`src/rtl/motor_ramp_ctrl.sv`:
```
// motor_ramp_ctrl
// ---------------------------------------------------------------------------
// Soft-start / soft-reverse controller placed directly in front of the PWM
// motor driver. Speed commands (direction + duty) arrive over a valid/ready
// handshake. The output duty slews toward the commanded duty by Step once per
// ramp tick. A direction change first brakes the duty to zero, holds zero for
// DeadTicks ticks, flips fb, and only then ramps back up. fb never toggles
// while the duty is nonzero.
//
// Ports
//   clk          system clock, all logic on the rising edge
//   reset        synchronous, active-low reset
//   cmd_valid    command present
//   cmd_dir      commanded direction (1 = forward, 0 = backward)
//   cmd_duty     commanded target duty
//   cmd_ready    command accepted when cmd_valid && cmd_ready at a rising edge
//   DutyCycleOut current ramped duty, feeds the PWM DutyCycleIn
//   fb           current direction, feeds the PWM fb input
//   at_target    ramp complete (RUN, duty and direction match the target)
//   braking      high while braking to zero or holding the dead time
// ---------------------------------------------------------------------------
module motor_ramp_ctrl #(
    parameter int DC_Precision = 8,
    parameter int RampTicks    = 262144,
    parameter int Step         = 4,
    parameter int DeadTicks    = 4
) (
    input  logic                    clk,
    input  logic                    reset,
    input  logic                    cmd_valid,
    input  logic                    cmd_dir,
    input  logic [DC_Precision-1:0] cmd_duty,
    output logic                    cmd_ready,
    output logic [DC_Precision-1:0] DutyCycleOut,
    output logic                    fb,
    output logic                    at_target,
    output logic                    braking
);

    localparam int TW = $clog2(RampTicks);
    localparam int DW = (DeadTicks > 1) ? $clog2(DeadTicks) : 1;

    localparam logic [TW-1:0]         TICK_LAST = TW'(RampTicks - 1);
    localparam logic [DW-1:0]         DEAD_LAST = DW'(DeadTicks - 1);
    localparam logic [DC_Precision:0] STEP_X    = (DC_Precision + 1)'(Step);

    typedef enum logic [1:0] {
        RUN   = 2'd0,
        BRAKE = 2'd1,
        DEAD  = 2'd2
    } state_t;

    state_t                  state, state_next;
    logic [DC_Precision-1:0] duty, duty_next;
    logic                    fb_reg, fb_next;
    logic [DW-1:0]           dead_cnt, dead_next;
    logic [TW-1:0]           tick_cnt;
    logic                    tick;
    logic [DC_Precision-1:0] target_duty;
    logic                    target_dir;
    logic                    accept;
    logic [DC_Precision-1:0] brake_duty;

    // Move cur one Step toward tgt without passing it. One guard bit keeps
    // cur+Step from wrapping near full scale.
    function automatic logic [DC_Precision-1:0] ramp_step(
        input logic [DC_Precision-1:0] cur,
        input logic [DC_Precision-1:0] tgt
    );
        logic [DC_Precision:0] cur_x;
        logic [DC_Precision:0] tgt_x;
        logic [DC_Precision:0] res_x;
        cur_x = {1'b0, cur};
        tgt_x = {1'b0, tgt};
        res_x = cur_x;
        if (cur_x < tgt_x) begin
            res_x = cur_x + STEP_X;
            if (res_x > tgt_x) res_x = tgt_x;
        end else if (cur_x > tgt_x) begin
            if ((cur_x - tgt_x) > STEP_X) res_x = cur_x - STEP_X;
            else                          res_x = tgt_x;
        end
        return DC_Precision'(res_x);
    endfunction

    // Step toward zero, clamping at zero.
    function automatic logic [DC_Precision-1:0] brake_step(
        input logic [DC_Precision-1:0] cur
    );
        logic [DC_Precision:0] cur_x;
        logic [DC_Precision:0] res_x;
        cur_x = {1'b0, cur};
        res_x = '0;
        if (cur_x > STEP_X) res_x = cur_x - STEP_X;
        return DC_Precision'(res_x);
    endfunction

    assign tick       = (tick_cnt == TICK_LAST);
    assign cmd_ready  = (state != DEAD);
    assign accept     = cmd_valid && cmd_ready;
    assign brake_duty = brake_step(duty);

    // Next-state logic: the state machine only moves on tick edges.
    always_comb begin
        state_next = state;
        duty_next  = duty;
        fb_next    = fb_reg;
        dead_next  = dead_cnt;
        if (tick) begin
            case (state)
                RUN: begin
                    if (target_dir == fb_reg) begin
                        duty_next = ramp_step(duty, target_duty);
                    end else if (duty == '0) begin
                        state_next = DEAD;
                        dead_next  = '0;
                    end else begin
                        // Enter BRAKE and take its first step on this edge.
                        duty_next = brake_duty;
                        if (brake_duty == '0) begin
                            state_next = DEAD;
                            dead_next  = '0;
                        end else begin
                            state_next = BRAKE;
                        end
                    end
                end
                BRAKE: begin
                    if (target_dir == fb_reg) begin
                        // Reversal cancelled: resume ramping in the old direction.
                        state_next = RUN;
                        duty_next  = ramp_step(duty, target_duty);
                    end else begin
                        duty_next = brake_duty;
                        if (brake_duty == '0) begin
                            state_next = DEAD;
                            dead_next  = '0;
                        end
                    end
                end
                DEAD: begin
                    duty_next = '0;
                    if (dead_cnt == DEAD_LAST) begin
                        fb_next    = target_dir;
                        state_next = RUN;
                    end else begin
                        dead_next = dead_cnt + DW'(1);
                    end
                end
                default: begin
                    state_next = RUN;
                    duty_next  = '0;
                end
            endcase
        end
    end

    always_ff @(posedge clk) begin
        if (!reset) begin
            state       <= RUN;
            duty        <= '0;
            fb_reg      <= 1'b1;
            dead_cnt    <= '0;
            tick_cnt    <= '0;
            target_duty <= '0;
            target_dir  <= 1'b1;
        end else begin
            state    <= state_next;
            duty     <= duty_next;
            fb_reg   <= fb_next;
            dead_cnt <= dead_next;
            tick_cnt <= tick ? '0 : tick_cnt + TW'(1);
            // The step on a tick edge sees the previously registered target.
            if (accept) begin
                target_duty <= cmd_duty;
                target_dir  <= cmd_dir;
            end
        end
    end

    assign DutyCycleOut = duty;
    assign fb           = fb_reg;
    assign at_target    = (state == RUN) && (duty == target_duty) && (fb_reg == target_dir);
    assign braking      = (state == BRAKE) || (state == DEAD);

endmodule

```
`config.mk`:
```
export PLATFORM = sky130hd
export DESIGN_NAME = motor_ramp_ctrl
export DESIGN_NICKNAME = d
export VERILOG_FILES = /design/src/rtl/motor_ramp_ctrl.sv
export SDC_FILE = /design/constraint.sdc
export NUM_CORES = 1
export LEC_CHECK = 0
export CORE_ASPECT_RATIO = 0.75
export CORE_MARGIN = 2
export CORE_UTILIZATION = 53
export CTS_BUF_LIST = sky130_fd_sc_hd__clkbuf_16
export DETAILED_ROUTE_END_ITERATION = 16
export GPL_TIMING_DRIVEN = 0
export HOLD_SLACK_MARGIN = 0.15
export PLACE_DENSITY = 0.85
export SKIP_CTS_REPAIR_TIMING = 1
export SLEW_MARGIN = 20
export SYNTH_ARGS = -nofsm -noshare
export SYNTH_HDL_FRONTEND = slang
export SYNTH_SLANG_ARGS = --single-unit
```
`constraint.sdc`:
```
create_clock -name clk -period 3.4 [get_ports clk]
set_clock_uncertainty 0.2 [all_clocks]
set_input_delay 0.68 -clock clk [delete_from_list [all_inputs] [get_ports clk]]
set_output_delay 0.68 -clock clk [all_outputs]
set_load 0.05 [all_outputs]
```
==> qor.yml <==
clock_latency_ns: 0.28
via_per_inst: 6.195
final_util: 0.6788
slew_headroom: 0.3865
numPlacedInstances: 477
crit_type: "reg -> reg"
num_vias: 3054
p_switching_uw: 322.4
io_buffers: 23
grt_max_degree: 14
synthAdderAreaFrac: 0.1090
yosys.area_share.simple: 0.2929
diodes: 0
wl_mm: 8.369
antenna_found_initial: 0
min_path_type: "reg -> reg"
synth.cell_area_um2: 2939
power_density_nw_per_um2: 339.5
die_y_um: 68.49
finalCritPeriodShare: 0.9798
pwr-share-seq: 0.393
multi_input_area_um2: 2142
ioPinCount: 24
synthMuxAreaShare: 0.008514
clkPwrFrac: 0.434
crit_arrival_ns: 3.29
drc_errors: 0
yosysSeqAreaShare: 0.2725
htree_levels: 2
ys_ff_latch: 40
core_um2: 5353
final_nets: 454
yosysWarnings: 0
gp_congestion: 0.9862
worstPathMaxFanout: 8
clockRootBuffer: "clkbuf_16"
crit_path_start_kind: "flip-flop"
max_stage_delay_ns: 0.39
cap_violations: 0
fp.dieW_um: 89.99
cp_common_cell: "nand3_1"
p_comb_frac: 0.173
vdd_drop_max_mv: 0.2164
seq_area_um2: 810.8
layout-drive-gt1-share: 0.1316
synth_top_flop_cell: "dfxtp_1"
dieArea_um2: 6163
slew_viol_final: 0
synthDistinctLibCells: 55
fmax_mhz: 300.2
first_global_vias: 2612
initial_core_util: 0.5491
cts_tree: "done"
p_int_uw: 911.2
cts_buffer_depth: 2
crit_slowest_cell: "dfxtp_1"
area_delta_synth_final_pct: 23.63
cts_buffers: 5
dpl.hpwl_mm: 6.139
p_sw_frac: 0.2613
detail-route-antenna-nets: 0
cp.buffers_inverters: 1
synth-compound-area-share: 0.1997
cp_cell_sequence: "clkbuf_2, and3_1, nand3_1, xnor2_2, ha_1, and3_1, nand3_1, a21oi_1, o22ai_2, nand3_1, nor2_1, o41ai_1"
total_power_mw: 1.234
cp-end-kind: "flip-flop"
avgSynthCellArea_um2: 7.755
synthCells: 379
largest_reg_flops: 18
synth_top_family_by_area: "simple AND/OR/NAND/NOR gates"
post_drt_wl_per_cell_um: 16.98
finalHoldViolCount: 0
crit_family: "simple AND/OR/NAND/NOR gates"
drt_iter0_markers: 468
n_fill_cell: 447
largest-register: "tick_cnt"
tightest_slew_ns: 0.8971
rows: 23
cts.clk_slew.worst_paths_ns: 0.06
setup_violations: 0
grt_use_total: 0.2648
worstPathRequired_ns: 3.36
synth-edff-count: 0
final_cells: 493
synth_xor_xnor_area_share: 0.07748
drtPass1Iterations: 5
p_leak_nw: 1.454
synth_fp_nets: 416
period_needed_ns: 3.331
grt_pass1_wl_mm: 12.89
overflow: 0
outcome: "finished clean"
tns_ns: 0
synthArstFlopShare: 0
cts.sinks: 40
==> final timing paths <==
path	from	slack [ns]	endpoint	cells after the start
hold / removal	tick_cnt[0]	0.26	tick_cnt[0]	1
setup / recovery	DutyCycleOut[5]	0.07	DutyCycleOut[5]	12
hold reg to reg	tick_cnt[0]	0.26	tick_cnt[0]	1
setup reg to reg	DutyCycleOut[5]	0.07	DutyCycleOut[5]	12
==> area by class of cell <==
type,count,area share
plain buffers,10,0.01240
clock buffers,5,0.03444
clock inverters,3,0.01171
inverters,21,0.02273
multi-input cells,308,0.5895
flip-flops and latches,40,0.2231
well taps,75,0.02583
repair buffers,31,0.08023
==> cell usage in the layout (no fill, tap or decap), drive strengths merged, types with 4 or more instances in the layout <==
master,netlist,routed
clkdlybuf4s50,0,22
and3,8,8
nor2b,5,5
buf,1,10
o21ai,11,11
ha,24,24
nor3,10,10
nor3b,4,4
clkbuf,9,14
and4,4,4
inv,21,20
nand2b,4,4
a21oi,22,22
a21boi,4,4
nor2,39,39
nand2,48,48
xor2,14,14
or2,5,5
a21o,5,5
dfxtp,40,40
nor4,5,5
xnor2,12,12
nand4,9,9
nand3,16,16
o21a,4,4
o211ai,7,7
==> logic make-up after synthesis <==
group                      Yosys count
buffers and inverters               31
xor gates and xnor gates            26
and+or+nand+nor                    171
AOI/OAI and AO/OA                   84
adders and majority gates           25
DFF                                 40
muxes                                2
==> power by group through the flow <==
stage          Combinational [mW]  Sequential [mW]  Clock (mW)
6_report                    0.214            0.485       0.535
5_1_grt                     0.228            0.486       0.557
4_1_cts                     0.172            0.486       0.539
3_5_place_dp                0.171            0.496           0
3_3_place_gp                0.168            0.496           0
2_1_floorplan               0.119            0.493           0
==> synthesized netlist by cell type (all sizes together) (2+ instances only) <==
library cell | number | area [µm²]
nor3 | 10 | 50.05
a211oi | 3 | 22.52
nor4b | 2 | 23.77
clkbuf | 9 | 33.78
xnor2 | 12 | 105.1
inv | 21 | 78.83
nand2b | 4 | 25.02
nor2 | 39 | 146.4
dfxtp | 40 | 800.8
ha | 24 | 300.3
o221ai | 2 | 17.52
o21ai | 11 | 55.05
o32ai | 2 | 25.03
o41ai | 2 | 17.52
o21a | 4 | 30.03
o22ai | 3 | 18.77
a221o | 2 | 20.02
xor2 | 14 | 122.6
or3 | 2 | 12.51
or4 | 3 | 22.52
and4 | 4 | 35.03
o311ai | 3 | 26.28
and3 | 8 | 50.05
a21o | 5 | 37.54
a32o | 2 | 20.02
and2 | 3 | 18.77
o31ai | 3 | 22.52
nor4 | 5 | 31.28
nor2b | 5 | 31.28
nand3 | 16 | 80.08
o211ai | 7 | 52.55
a21boi | 4 | 30.03
nor3b | 4 | 30.03
or2 | 5 | 31.28
and2b | 2 | 15.01
nand4 | 9 | 56.30
a21oi | 22 | 110.1
nand2 | 48 | 180.2
==> metrics by stage <==
step	hold slack, ns	cell area, µm²	worst slack [ns]
finish	0.2561	3633	0.06876
global route	0.2715	3633	-0.009410
CTS	0.2585	3432	-0.6796
detailed placement	0.2389	3264	-0.6371
global placement	0.2314	3264	-0.6294
floorplan	0.2175	2940	0.02256
==> layer usage <==
metal / vias to the layer above / wire [µm] / track usage
li1: 1444 / - / -
met1: 1430 / 3917 / 0.3891
met2: 166 / 3531 / 0.4034
met3: 14 / 840 / 0.05435
met4: 0 / 78 / 0.05962
met5: - / 0 / 0
(Power assumes the default switching activity.)
